**config.mk**
```make
export PLATFORM = sky130hd
export DESIGN_NAME = piso_serializer_flat
export DESIGN_NICKNAME = d
export VERILOG_FILES = /design/src/rtl/piso_pkg.sv /design/src/rtl/piso_serializer_if.sv /design/src/rtl/piso_hold_buf.sv /design/src/rtl/piso_serializer.sv /design/src/flat_wrapper.sv
export SDC_FILE = /design/constraint.sdc
export NUM_CORES = 1
export LEC_CHECK = 0
export ABC_AREA = 1
export BUFFER_PORTS_ARGS = -buffer_cell sky130_fd_sc_hd__buf_2
export CORE_MARGIN = 2
export CORE_UTILIZATION = 45
export CTS_BUF_LIST = sky130_fd_sc_hd__clkbuf_4 sky130_fd_sc_hd__clkbuf_8
export CTS_CLUSTER_DIAMETER = 30
export CTS_CLUSTER_SIZE = 10
export DETAILED_ROUTE_END_ITERATION = 7
export PLACE_DENSITY = 0.75
export SLEW_MARGIN = 20
export SYNTH_ARGS = -nofsm -noshare
export SYNTH_HDL_FRONTEND = slang
export SYNTH_HIERARCHICAL = 1
export SYNTH_SLANG_ARGS = --single-unit
```
**constraint.sdc**
```tcl
create_clock -name clk -period 1.84 [get_ports clk]
set_clock_uncertainty 0.05 [all_clocks]
set_input_delay 0.368 -clock clk [delete_from_list [all_inputs] [get_ports clk]]
set_output_delay 0.368 -clock clk [all_outputs]
set_load 0.005 [all_outputs]
```
**src/rtl/piso_pkg.sv**
```systemverilog
// Shared types and constants for the parallel-in / serial-out serializer.
package piso_pkg;

  localparam int unsigned DEF_WIDTH = 4;

  typedef enum logic {
    IDLE  = 1'b0,
    SHIFT = 1'b1
  } state_t;

endpackage

```
**src/rtl/piso_serializer_if.sv**
```systemverilog
// Parallel-word input handshake and serial-bit output handshake of the serializer.
interface piso_serializer_if #(
  parameter int unsigned WIDTH = piso_pkg::DEF_WIDTH
);

  logic [WIDTH-1:0] in_data;
  logic             in_valid;
  logic             in_ready;
  logic             sout;
  logic             sout_valid;
  logic             sout_ready;
  logic             sout_last;
  logic             busy;

  modport master (
    output in_data,
    output in_valid,
    output sout_ready,
    input  in_ready,
    input  sout,
    input  sout_valid,
    input  sout_last,
    input  busy
  );

  modport slave (
    input  in_data,
    input  in_valid,
    input  sout_ready,
    output in_ready,
    output sout,
    output sout_valid,
    output sout_last,
    output busy
  );

endinterface

```
**src/rtl/piso_hold_buf.sv**
```systemverilog
// One-entry word buffer with a full flag; load takes priority over unload.
module piso_hold_buf
  import piso_pkg::*;
#(
  parameter int unsigned WIDTH = DEF_WIDTH
) (
  input  logic             clk,
  input  logic             clr,
  input  logic             load,
  input  logic             unload,
  input  logic [WIDTH-1:0] din,
  output logic [WIDTH-1:0] dout,
  output logic             full
);

  always_ff @(posedge clk or negedge clr) begin
    if (!clr) begin
      dout <= '0;
      full <= 1'b0;
    end else if (load) begin
      dout <= din;
      full <= 1'b1;
    end else if (unload) begin
      full <= 1'b0;
    end
  end

endmodule

```
**src/rtl/piso_serializer.sv**
```systemverilog
// Shifts accepted parallel words out one bit per transfer, with a one-word
// hold buffer so consecutive words stream without a bubble.
module piso_serializer
  import piso_pkg::*;
#(
  parameter int unsigned WIDTH     = DEF_WIDTH,
  parameter bit          MSB_FIRST = 1'b1
) (
  input  logic clk,
  input  logic clr,
  piso_serializer_if.slave bus
);

  localparam int unsigned CW = (WIDTH > 1) ? $clog2(WIDTH) : 1;
  localparam logic [CW-1:0] LAST = CW'(WIDTH - 1);

  state_t           state;
  logic [WIDTH-1:0] shreg;
  logic [CW-1:0]    cnt;

  logic             hb_full;
  logic [WIDTH-1:0] hb_data;
  logic             accept;
  logic             xfer;
  logic             last_xfer;
  logic             hb_load;
  logic             hb_unload;

  // in_ready depends only on the buffer flag, never on sout_ready.
  always_comb begin
    accept    = bus.in_valid && !hb_full;
    xfer      = (state == SHIFT) && bus.sout_ready;
    last_xfer = xfer && (cnt == LAST);
    hb_load   = accept && (state == SHIFT) && !last_xfer;
    hb_unload = last_xfer && hb_full;
  end

  piso_hold_buf #(
    .WIDTH (WIDTH)
  ) u_hold (
    .clk    (clk),
    .clr    (clr),
    .load   (hb_load),
    .unload (hb_unload),
    .din    (bus.in_data),
    .dout   (hb_data),
    .full   (hb_full)
  );

  always_ff @(posedge clk or negedge clr) begin
    if (!clr) begin
      state <= IDLE;
      shreg <= '0;
      cnt   <= '0;
    end else begin
      case (state)
        IDLE: begin
          if (accept) begin
            shreg <= bus.in_data;
            cnt   <= '0;
            state <= SHIFT;
          end
        end
        SHIFT: begin
          if (last_xfer) begin
            // Buffered word has priority; otherwise a same-cycle accept bypasses.
            cnt <= '0;
            if (hb_full) begin
              shreg <= hb_data;
            end else if (accept) begin
              shreg <= bus.in_data;
            end else begin
              shreg <= '0;
              state <= IDLE;
            end
          end else if (xfer) begin
            shreg <= MSB_FIRST ? (shreg << 1) : (shreg >> 1);
            cnt   <= cnt + CW'(1);
          end
        end
        default: state <= IDLE;
      endcase
    end
  end

  assign bus.sout       = MSB_FIRST ? shreg[WIDTH-1] : shreg[0];
  assign bus.sout_valid = (state == SHIFT);
  assign bus.sout_last  = (state == SHIFT) && (cnt == LAST);
  assign bus.in_ready   = !hb_full;
  assign bus.busy       = (state == SHIFT) || hb_full;

endmodule

```
**src/flat_wrapper.sv**
```systemverilog
// flat-port wrapper written by rule: the top's interface ports become plain ports
module piso_serializer_flat import piso_pkg::*;
#(
  parameter int unsigned WIDTH     = DEF_WIDTH,
  parameter bit          MSB_FIRST = 1'b1
)
  (clk, clr, bus_in_data, bus_in_valid, bus_sout_ready, bus_in_ready, bus_sout, bus_sout_valid, bus_sout_last, bus_busy);
  piso_serializer_if #(.WIDTH(WIDTH)) bus_i ();
  input  logic clk;
  input  logic clr;
  input wire logic [$bits(bus_i.in_data)-1:0] bus_in_data;
  input wire logic [$bits(bus_i.in_valid)-1:0] bus_in_valid;
  input wire logic [$bits(bus_i.sout_ready)-1:0] bus_sout_ready;
  output wire logic [$bits(bus_i.in_ready)-1:0] bus_in_ready;
  output wire logic [$bits(bus_i.sout)-1:0] bus_sout;
  output wire logic [$bits(bus_i.sout_valid)-1:0] bus_sout_valid;
  output wire logic [$bits(bus_i.sout_last)-1:0] bus_sout_last;
  output wire logic [$bits(bus_i.busy)-1:0] bus_busy;
  assign bus_i.in_data = bus_in_data;
  assign bus_i.in_valid = bus_in_valid;
  assign bus_i.sout_ready = bus_sout_ready;
  assign bus_in_ready = bus_i.in_ready;
  assign bus_sout = bus_i.sout;
  assign bus_sout_valid = bus_i.sout_valid;
  assign bus_sout_last = bus_i.sout_last;
  assign bus_busy = bus_i.busy;
  piso_serializer #(.WIDTH(WIDTH), .MSB_FIRST(MSB_FIRST)) u_core (.clk(clk), .clr(clr), .bus(bus_i));
endmodule
```
==> results of run 1 <==
-- cells by family (layout without fill, tap and decap cells) --
group,after synthesis,after routing
AOI/OAI and AO/OA,2,2
and+or+nand+nor,66,66
adders and majority gates,1,1
DFF,12,12
buffers and inverters,12,27
-- cell usage after synthesis (all sizes together) --
cell type,count
buf,1
dfrtp,12
ha,1
inv,11
nand2,41
nand3,10
nor2,15
o211ai,1
o31ai,1
-- registers in the layout, summed over array words and instances (netlist names) --
| name | cells |
|---|---|
| u_core/shreg | 4 |
| u_core/u_hold/dout | 4 |
| u_core/cnt | 2 |
| u_core/bus.sout_valid | 1 |
| u_core/u_hold/full | 1 |
-- repair_timing --
action | CTS | global route
hold buffers | 1 | 0
setup endpoints to repair | 0 | 0
endpoints found under the hold margin | 12 | 0
-- worst paths after layout --
path	startpoint	end	slack, ns	depth (start not counted)
setup / recovery	u_core/bus.sout_valid	bus_busy	0.27	3
hold / removal	bus_in_data[2]	u_core/u_hold/dout[2]	0.29	3
setup reg to reg	u_core/cnt[0]	u_core/u_hold/dout[2]	0.30	7
hold reg to reg	u_core/u_hold/dout[3]	u_core/u_hold/dout[3]	0.42	2
max in group asynchronous	clr	u_core/u_hold/dout[2]	1.07	2
min in group asynchronous	clr	u_core/cnt[1]	0.45	2
-- power breakdown --
part	total, W	switching (W)	internal (W)
registers	0.000439	0.0000695	0.000369
logic	0.000353	0.000214	0.000139
clock network	0.000157	0.0000810	0.0000755
-- final cells by class --
class	count	area share
repair buffers	13	0.0912
well taps	15	0.0244
flip-flops and latches	12	0.391
multi-input cells	69	0.410
clock buffers	3	0.0293
inverters	11	0.0537
-- critical path, delay by kind of cell (launching register included) --
family | cells | cell delay (ns)
flops | 1 | 0.56
simple gates | 1 | 0.08
buf+inv | 2 | 0.25
-- metal layers --
| metal | wire (um) | track usage | vias to the layer above |
|---|---|---|---|
| li1 | - | - | 317 |
| met4 | 14 | 0.0938 | 0 |
| met1 | 689 | 0.234 | 278 |
| met3 | 82 | 0.0172 | 2 |
| met5 | 0 | 0 | - |
| met2 | 588 | 0.252 | 25 |
-- through the flow --
| step | cell area, um2 | hold WS [ns] |
|---|---|---|
| after detailed placement | 736 | 0.215 |
| after global placement | 736 | 0.209 |
| after floorplan | 668 | 0.0224 |
| after CTS | 768 | 0.282 |
| after global routing | 768 | 0.292 |
| final | 768 | 0.295 |
==> flow_summary.html, run 1 <==
<table>
<tr><th>Metric</th><th>Value</th></tr>
<tr><th colspan="2">Status</th></tr>
<tr><td>Run status</td><td>finished clean</td></tr>
<tr><th colspan="2">Route</th></tr>
<tr><td>Wirelength per Cell</td><td>around 11 um</td></tr>
<tr><td>Count of TritonRoute iterations in the first routing pass</td><td>4</td></tr>
<tr><td>Total DRC errors in the routed layout</td><td>0</td></tr>
<tr><td>Total Routed Length</td><td>1370 um</td></tr>
<tr><td>Iteration-0 DRC count of the detailed router</td><td>18</td></tr>
<tr><td>Residual antenna-violating net count after detailed routing</td><td>0</td></tr>
<tr><td>Via-per-instance ratio</td><td>5.06</td></tr>
<tr><td>Via total after detailed routing</td><td>~620</td></tr>
<tr><th colspan="2">Yosys</th></tr>
<tr><td>Count of state elements after synthesis</td><td>12</td></tr>
<tr><td>Post-Synthesis Cell Area</td><td>668 um2</td></tr>
<tr><td>Dominant combinational cell family by area after synthesis</td><td>simple AND/OR/NAND/NOR gates</td></tr>
<tr><td>Mean instance size in the synthesized netlist</td><td>7.18 um2</td></tr>
<tr><td>Area share of and/or/nand/nor cells after synthesis</td><td>0.431</td></tr>
<tr><td>Largest cells by area after synthesis</td><td>sky130_fd_sc_hd__dfrtp_1 45%, sky130_fd_sc_hd__nand2_1 22%, sky130_fd_sc_hd__nor2_1 7.9%, sky130_fd_sc_hd__nand3_1 6.0%, sky130_fd_sc_hd__inv_1 4.5%</td></tr>
<tr><td>Number of distinct library cells after synthesis</td><td>14</td></tr>
<tr><td>Synthesized-area fraction occupied by adder cells</td><td>0.0187</td></tr>
<tr><td>Synth Area in Compound Gates</td><td>0.0225</td></tr>
<tr><td>Number of instances in the synthesized netlist</td><td>93</td></tr>
<tr><td>Share of synthesized area spent on multiplexers</td><td>0</td></tr>
<tr><td>Register area share after synthesis</td><td>0.449</td></tr>
<tr><td>Area share of the largest cell type after synthesis</td><td>0.449</td></tr>
<tr><td>Parity-gate share of the synthesized area counting xor and xnor cells</td><td>0</td></tr>
<tr><td>Largest area contributor in the netlist</td><td>sky130_fd_sc_hd__dfrtp_1</td></tr>
<tr><td>Synthesized Nets</td><td>approximately 100</td></tr>
<tr><td>Warnings, synthesis</td><td>6</td></tr>
<tr><th colspan="2">Placed design</th></tr>
<tr><td>PortBufs</td><td>12</td></tr>
<tr><td>Worst Setup Slack post-DPL</td><td>0.314 ns</td></tr>
<tr><td>Half-perimeter wire length after detailed placement</td><td>1020 um</td></tr>
<tr><td>Dpl cells</td><td>119</td></tr>
<tr><td>Weighted congestion at the end of routability-driven global placement</td><td>roughly 0.8</td></tr>
<tr><th colspan="2">Clock network</th></tr>
<tr><td>Number of H-tree levels</td><td>1</td></tr>
<tr><td>Number of buffers created by CTS</td><td>3</td></tr>
<tr><td>Clock buffer depth</td><td>2</td></tr>
<tr><td>Number of cells upsized or downsized after cts</td><td>0</td></tr>
<tr><td>Insertion delay of the later-clocked pin in the worst-skew pair</td><td>~0.26 ns</td></tr>
<tr><td>Clock tree from TritonCTS</td><td>yes</td></tr>
<tr><td>Buffers inserted during post-CTS setup optimization</td><td>0</td></tr>
<tr><td>Clock root buffer</td><td>sky130_fd_sc_hd__clkbuf_4</td></tr>
<tr><td>Clock slew at reported path FFs</td><td>0.07 ns</td></tr>
<tr><td>Clock Sink Count</td><td>12</td></tr>
<tr><th colspan="2">STA</th></tr>
<tr><td>Post-route worst setup slack</td><td>~0.27 ns</td></tr>
<tr><td>Final Max Tran Viols</td><td>0</td></tr>
<tr><td>Rel. slew slack</td><td>0.757</td></tr>
<tr><td>Unrepaired setup endpoints after global routing</td><td>no</td></tr>
<tr><td>Highest clock frequency the design can meet</td><td>636 MHz</td></tr>
<tr><td>Hold Fails Final Rpt</td><td>0</td></tr>
<tr><td>Final min period</td><td>1.57 ns</td></tr>
<tr><td>Period utilization</td><td>0.854</td></tr>
<tr><td>Accumulated negative setup slack</td><td>0 ns</td></tr>
<tr><td>Transition time at the pin with the least slew margin</td><td>0.364 ns</td></tr>
<tr><td>Final setup viols</td><td>0</td></tr>
<tr><th colspan="2">Critical path</th></tr>
<tr><td>CP Data Arrival Time</td><td>1.15 ns</td></tr>
<tr><td>Required time of the critical path</td><td>approximately 1.4 ns</td></tr>
<tr><td>Slowest cell delay on critical path</td><td>0.56 ns</td></tr>
<tr><td>Cell at the slowest stage of the critical path</td><td>sky130_fd_sc_hd__dfrtp_1</td></tr>
<tr><td>CP Cell Sequence</td><td>inv_2 -&gt; nand2_1 -&gt; buf_2</td></tr>
<tr><td>Type of destination of the critical path</td><td>output pin</td></tr>
<tr><td>Nature of the critical path startpoint</td><td>flip-flop</td></tr>
<tr><td>Critical Setup Path Class</td><td>reg -&gt; out</td></tr>
<tr><td>Critical path fanouts, max</td><td>10</td></tr>
<tr><th colspan="2">Power and ir drop</th></tr>
<tr><td>Max VDD drop</td><td>0.577 mV</td></tr>
<tr><td>Overall power of the completed layout</td><td>about 0.00095 W</td></tr>
<tr><td>PwrDens</td><td>between 1000 and 1500 mW/mm2</td></tr>
<tr><td>Leakage power figure</td><td>about 0.43 nW</td></tr>
<tr><th colspan="2">Global route</th></tr>
<tr><td>First-pass GRT wire length</td><td>around 2300 um</td></tr>
<tr><td>Combined global-route utilization of all metal layers</td><td>0.168</td></tr>
<tr><td>Gr ovfl total</td><td>0</td></tr>
<tr><td>Via count of the first global-routing pass</td><td>529</td></tr>
<tr><td>Pin count of the biggest net entering global routing</td><td>13</td></tr>
<tr><td>Initial antenna violation count</td><td>0</td></tr>
<tr><th colspan="2">Layout</th></tr>
<tr><td>Commonest cells after routing, fill and taps aside</td><td>40 x sky130_fd_sc_hd__nand2_1, 14 x sky130_fd_sc_hd__nor2_1, 12 x sky130_fd_sc_hd__buf_2, 12 x sky130_fd_sc_hd__dfrtp_1</td></tr>
<tr><td>Post-synthesis to final-layout area growth</td><td>15.0%</td></tr>
<tr><td>Fraction of layout instances using a drive strength above 1</td><td>0.204</td></tr>
<tr><td>FF+latch area</td><td>300 um2</td></tr>
<tr><td># diodes</td><td>0</td></tr>
<tr><td>Post-layout utilization of the core</td><td>0.569</td></tr>
<tr><td>Area of the multi-input gates</td><td>around 320 um2</td></tr>
<tr><td>Non-filler instance count after layout</td><td>roughly 120</td></tr>
<tr><td>Filler cell count in the final layout</td><td>131</td></tr>
<tr><td>Most common cell after layout, fill and taps aside</td><td>sky130_fd_sc_hd__nand2_1</td></tr>
<tr><td>Total Nets Final</td><td>approximately 120</td></tr>
<tr><th colspan="2">Die</th></tr>
<tr><td>Standard cell core area</td><td>0.00135 mm2</td></tr>
<tr><td>Starting utilization of the core area</td><td>0.495</td></tr>
<tr><td>Boundary pin count</td><td>13</td></tr>
<tr><td>Width of the die</td><td>42.5 um</td></tr>
<tr><td>Die footprint</td><td>0.00181 mm2</td></tr>
<tr><td>Placement Rows</td><td>13</td></tr>
<tr><td>DIE HEIGHT</td><td>42.5 um</td></tr>
<tr><th colspan="2">Worst hold path</th></tr>
<tr><td>Type of the tightest min-delay check</td><td>in -&gt; reg</td></tr>
<tr><th colspan="2">Job</th></tr>
<tr><td>Number of max-cap violations</td><td>0</td></tr>
</table>
Power figures use the tool's default switching activity.
==> run 2, diff against run 1 <==
--- a/config.mk
+++ b/config.mk
@@ -13,6 +13,7 @@
 export CTS_CLUSTER_DIAMETER = 30
 export CTS_CLUSTER_SIZE = 10
 export DETAILED_ROUTE_END_ITERATION = 7
+export GPL_TIMING_DRIVEN = 0
 export PLACE_DENSITY = 0.75
 export SLEW_MARGIN = 20
 export SYNTH_ARGS = -nofsm -noshare
==> run 2 against run 1 <==
First-iteration DRC count shrank 56%. Utilization up 0.83 points. Non-clock buffer count is 1 higher. Hold slack lost 0.011 ns. Largest cell class unchanged. Via count fell by 3.1%. Critical path depth increased by 4. Final cell count increased by 0.81%. Largest power group unchanged.
==> flow_summary.html, run 2 (synthesis results as in run 1) <==
<table>
<tr><th>Metric</th><th>Value</th></tr>
<tr><th colspan="2">Critical path</th></tr>
<tr><td>Register-to-Register Path Depth</td><td>7 (unchanged)</td></tr>
<tr><td>Nature of the critical path startpoint</td><td>flip-flop</td></tr>
<tr><td>Cell at the slowest stage of the critical path</td><td>sky130_fd_sc_hd__dfrtp_1</td></tr>
<tr><td>Capture instance of the worst register-to-register path</td><td>u_core/u_hold/dout[1]</td></tr>
<tr><td>Type of destination of the critical path</td><td>flip-flop</td></tr>
<tr><td>R2r startpoint</td><td>u_core/cnt[0]</td></tr>
<tr><td>Critical Setup Path Class</td><td>reg -&gt; reg</td></tr>
<tr><td>CP Data Arrival Time</td><td>1.71 ns (+0.56 ns)</td></tr>
<tr><td>CP Cell Sequence</td><td>ha_1 -&gt; nand3_4 -&gt; nand2_1 -&gt; nor2_1 -&gt; inv_2 -&gt; nand2_1 -&gt; nand2_1</td></tr>
<tr><td>Slowest cell delay on critical path</td><td>0.41 ns (-0.15 ns)</td></tr>
<tr><td>Required time of the critical path</td><td>1.95 ns (+0.53 ns)</td></tr>
<tr><td>Reg2reg setup slack</td><td>0.23 ns (-0.07 ns)</td></tr>
<tr><td>Critical path fanouts, max</td><td>6 (-4)</td></tr>
<tr><td>Most used cell along the critical path</td><td>sky130_fd_sc_hd__nand2_1</td></tr>
<tr><th colspan="2">Die</th></tr>
<tr><td>Width of the die</td><td>42.5 um (unchanged)</td></tr>
<tr><td>DIE HEIGHT</td><td>42.5 um (unchanged)</td></tr>
<tr><td>Starting utilization of the core area</td><td>0.495 (unchanged)</td></tr>
<tr><td>Placement Rows</td><td>13 (unchanged)</td></tr>
<tr><td>Die footprint</td><td>0.00181 mm2 (unchanged)</td></tr>
<tr><td>Standard cell core area</td><td>0.00135 mm2 (unchanged)</td></tr>
<tr><td>Boundary pin count</td><td>13 (unchanged)</td></tr>
<tr><th colspan="2">Placed design</th></tr>
<tr><td>Half-perimeter wire length after detailed placement</td><td>1020 um (+0.41%)</td></tr>
<tr><td>Weighted congestion at the end of routability-driven global placement</td><td>0.819 (+2.7%)</td></tr>
<tr><td>Dpl cells</td><td>120 (+0.84%)</td></tr>
<tr><td>PortBufs</td><td>12 (unchanged)</td></tr>
<tr><th colspan="2">Global route</th></tr>
<tr><td>First-pass GRT wire length</td><td>2330 um (-0.30%)</td></tr>
<tr><td>Combined global-route utilization of all metal layers</td><td>0.169 (+0.00119)</td></tr>
<tr><td>Initial antenna violation count</td><td>0 (unchanged)</td></tr>
<tr><td>Gr ovfl total</td><td>0 (unchanged)</td></tr>
<tr><td>Pin count of the biggest net entering global routing</td><td>13 (unchanged)</td></tr>
<tr><td>Via count of the first global-routing pass</td><td>563 (+6.4%)</td></tr>
<tr><th colspan="2">STA</th></tr>
<tr><td>Final min period</td><td>1.61 ns (+0.0343 ns)</td></tr>
<tr><td>Unrepaired setup endpoints after global routing</td><td>no</td></tr>
<tr><td>Final setup viols</td><td>0 (unchanged)</td></tr>
<tr><td>Final Max Tran Viols</td><td>0 (unchanged)</td></tr>
<tr><td>Transition time at the pin with the least slew margin</td><td>0.380 ns (+0.0165 ns)</td></tr>
<tr><td>Accumulated negative setup slack</td><td>0 ns (unchanged)</td></tr>
<tr><td>Hold Fails Final Rpt</td><td>0 (unchanged)</td></tr>
<tr><td>Fin Hold WS</td><td>0.284 ns (-0.0113 ns)</td></tr>
<tr><td>Period utilization</td><td>0.873 (+0.0186)</td></tr>
<tr><td>Highest clock frequency the design can meet</td><td>623 MHz (-2.1%)</td></tr>
<tr><td>Rel. slew slack</td><td>0.745 (-0.0119)</td></tr>
<tr><th colspan="2">Clock network</th></tr>
<tr><td>Clock slew at reported path FFs</td><td>0.07 ns (about the same)</td></tr>
<tr><td>Insertion delay of the later-clocked pin in the worst-skew pair</td><td>0.26 ns (about the same)</td></tr>
<tr><td>Number of buffers created by CTS</td><td>3 (unchanged)</td></tr>
<tr><td>Number of cells upsized or downsized after cts</td><td>0 (unchanged)</td></tr>
<tr><td>Number of H-tree levels</td><td>1 (unchanged)</td></tr>
<tr><td>Clock Sink Count</td><td>12 (unchanged)</td></tr>
<tr><td>Clock root buffer</td><td>sky130_fd_sc_hd__clkbuf_4</td></tr>
<tr><td>Clock tree from TritonCTS</td><td>yes</td></tr>
<tr><td>Clock buffer depth</td><td>2 (unchanged)</td></tr>
<tr><th colspan="2">Worst hold path</th></tr>
<tr><td>Number of cells traversed by the worst hold path</td><td>3 (unchanged)</td></tr>
<tr><td>End point of the worst hold path</td><td>u_core/u_hold/dout[1]</td></tr>
<tr><td>Worst hold path startpoint</td><td>bus_in_data[1]</td></tr>
<tr><td>Type of the tightest min-delay check</td><td>in -&gt; reg</td></tr>
<tr><th colspan="2">Route</th></tr>
<tr><td>Total Routed Length</td><td>1320 um (-4.2%)</td></tr>
<tr><td>Iteration-0 DRC count of the detailed router</td><td>8 (-10)</td></tr>
<tr><td>Wirelength per Cell</td><td>10.6 um (-4.9%)</td></tr>
<tr><td>Count of TritonRoute iterations in the first routing pass</td><td>4 (unchanged)</td></tr>
<tr><td>Total length of routed met3 wires</td><td>45 um (-45%)</td></tr>
<tr><td>Residual antenna-violating net count after detailed routing</td><td>0 (unchanged)</td></tr>
<tr><td>Total length of routed met2 wires</td><td>598 um (+1.7%)</td></tr>
<tr><td>Via-per-instance ratio</td><td>4.86 (-3.8%)</td></tr>
<tr><td>Total DRC errors in the routed layout</td><td>0 (unchanged)</td></tr>
<tr><td>Highest routed metal layer</td><td>met4</td></tr>
<tr><td>Detailed-routing wirelength on met1</td><td>658 um (-4.5%)</td></tr>
<tr><td>Via total after detailed routing</td><td>603 (-3.1%)</td></tr>
<tr><th colspan="2">Power and ir drop</th></tr>
<tr><td>Max VDD drop</td><td>0.488 mV (-15%)</td></tr>
<tr><td>Overall power of the completed layout</td><td>0.000948 W (-0.13%)</td></tr>
<tr><td>PwrDens</td><td>1220 mW/mm2 (-1.6%)</td></tr>
<tr><td>Leakage power figure</td><td>0.440 nW (+1.4%)</td></tr>
<tr><th colspan="2">Layout</th></tr>
<tr><td>Total Nets Final</td><td>120 (+0.84%)</td></tr>
<tr><td>Post-synthesis to final-layout area growth</td><td>16.7%</td></tr>
<tr><td>Area of the multi-input gates</td><td>315 um2 (unchanged)</td></tr>
<tr><td>FF+latch area</td><td>300 um2 (unchanged)</td></tr>
<tr><td>Largest registers in the final layout</td><td>u_core/shreg x4, u_core/u_hold/dout x4, u_core/cnt x2</td></tr>
<tr><td>Filler cell count in the final layout</td><td>135 (+3.1%)</td></tr>
<tr><td>Commonest cells after routing, fill and taps aside</td><td>40 x sky130_fd_sc_hd__nand2_1, 14 x sky130_fd_sc_hd__nor2_1, 12 x sky130_fd_sc_hd__buf_2, 12 x sky130_fd_sc_hd__dfrtp_1</td></tr>
<tr><td>Most common cell after layout, fill and taps aside</td><td>sky130_fd_sc_hd__nand2_1</td></tr>
<tr><td># diodes</td><td>0 (unchanged)</td></tr>
<tr><td>Fraction of layout instances using a drive strength above 1</td><td>0.211 (+0.00731)</td></tr>
<tr><td>Non-filler instance count after layout</td><td>124 (+0.81%)</td></tr>
<tr><th colspan="2">Status</th></tr>
<tr><td>Run status</td><td>finished clean</td></tr>
<tr><th colspan="2">Job</th></tr>
<tr><td>Number of max-cap violations</td><td>0 (unchanged)</td></tr>
</table>
run 2: timing repair:
item / 4_1_cts / 5_1_grt
hold endpoints to repair: 12 / 0
setup buffers: 0 / 0
hold buffers: 1 / 0
run 2: cell type report:
| type | count | area share |
|---|---|---|
| plain buffers | 1 | 0.0144 |
| clock buffers | 3 | 0.0289 |
| inverters | 11 | 0.0530 |
| multi-input cells | 69 | 0.404 |
| flip-flops and latches | 12 | 0.385 |
| well taps | 15 | 0.0241 |
| repair buffers | 13 | 0.0899 |
run 2: critical path: cells and delay by family (launching register included):
kind / cells / cell delay (ns)
adder cells (fa/ha/maj): 1 / 0.26
buffers and inverters: 1 / 0.11
flip-flops: 1 / 0.41
AND/OR/NAND/NOR: 5 / 0.65
run 2: worst max path at each step:
stage,cells after the start,to,startpoint,slack [ns]
floorplan,7,u_core/u_hold/dout[0],u_core/cnt[0],0.46
finish,7,u_core/u_hold/dout[1],u_core/cnt[0],0.23
detailed placement,7,u_core/u_hold/dout[1],u_core/cnt[0],0.27
global route,7,u_core/u_hold/dout[0],u_core/cnt[0],0.15
CTS,4,bus_sout_last,u_core/cnt[0],0.25
global placement,7,u_core/u_hold/dout[2],u_core/cnt[0],0.30
run 2: power breakdown:
group	switching [W]	leakage [nW]	internal, W
Combinational	0.000220	0.284	0.000145
Clock	0.0000801	0.0138	0.0000755
Sequential	0.0000576	0.142	0.000369
Total	0.000358	0.440	0.000590
run 2: routing by layer:
layer  vias to the layer above  global-route usage
met5                         -                   0
met4                         0              0.0938
met3                         2              0.0129
met2                        13               0.277
met1                       272               0.219
li1                        316                   -
run 2: stage by stage:
| step | setup WS, ns | utilization | area [um2] |
|---|---|---|---|
| after floorplan | 0.458 | - | 668 |
| after global placement | 0.297 | 0.553 | 747 |
| final | 0.235 | 0.577 | 779 |
| after detailed placement | 0.273 | 0.553 | 747 |
| after CTS | 0.254 | 0.577 | 779 |
| after global routing | 0.154 | 0.577 | 779 |
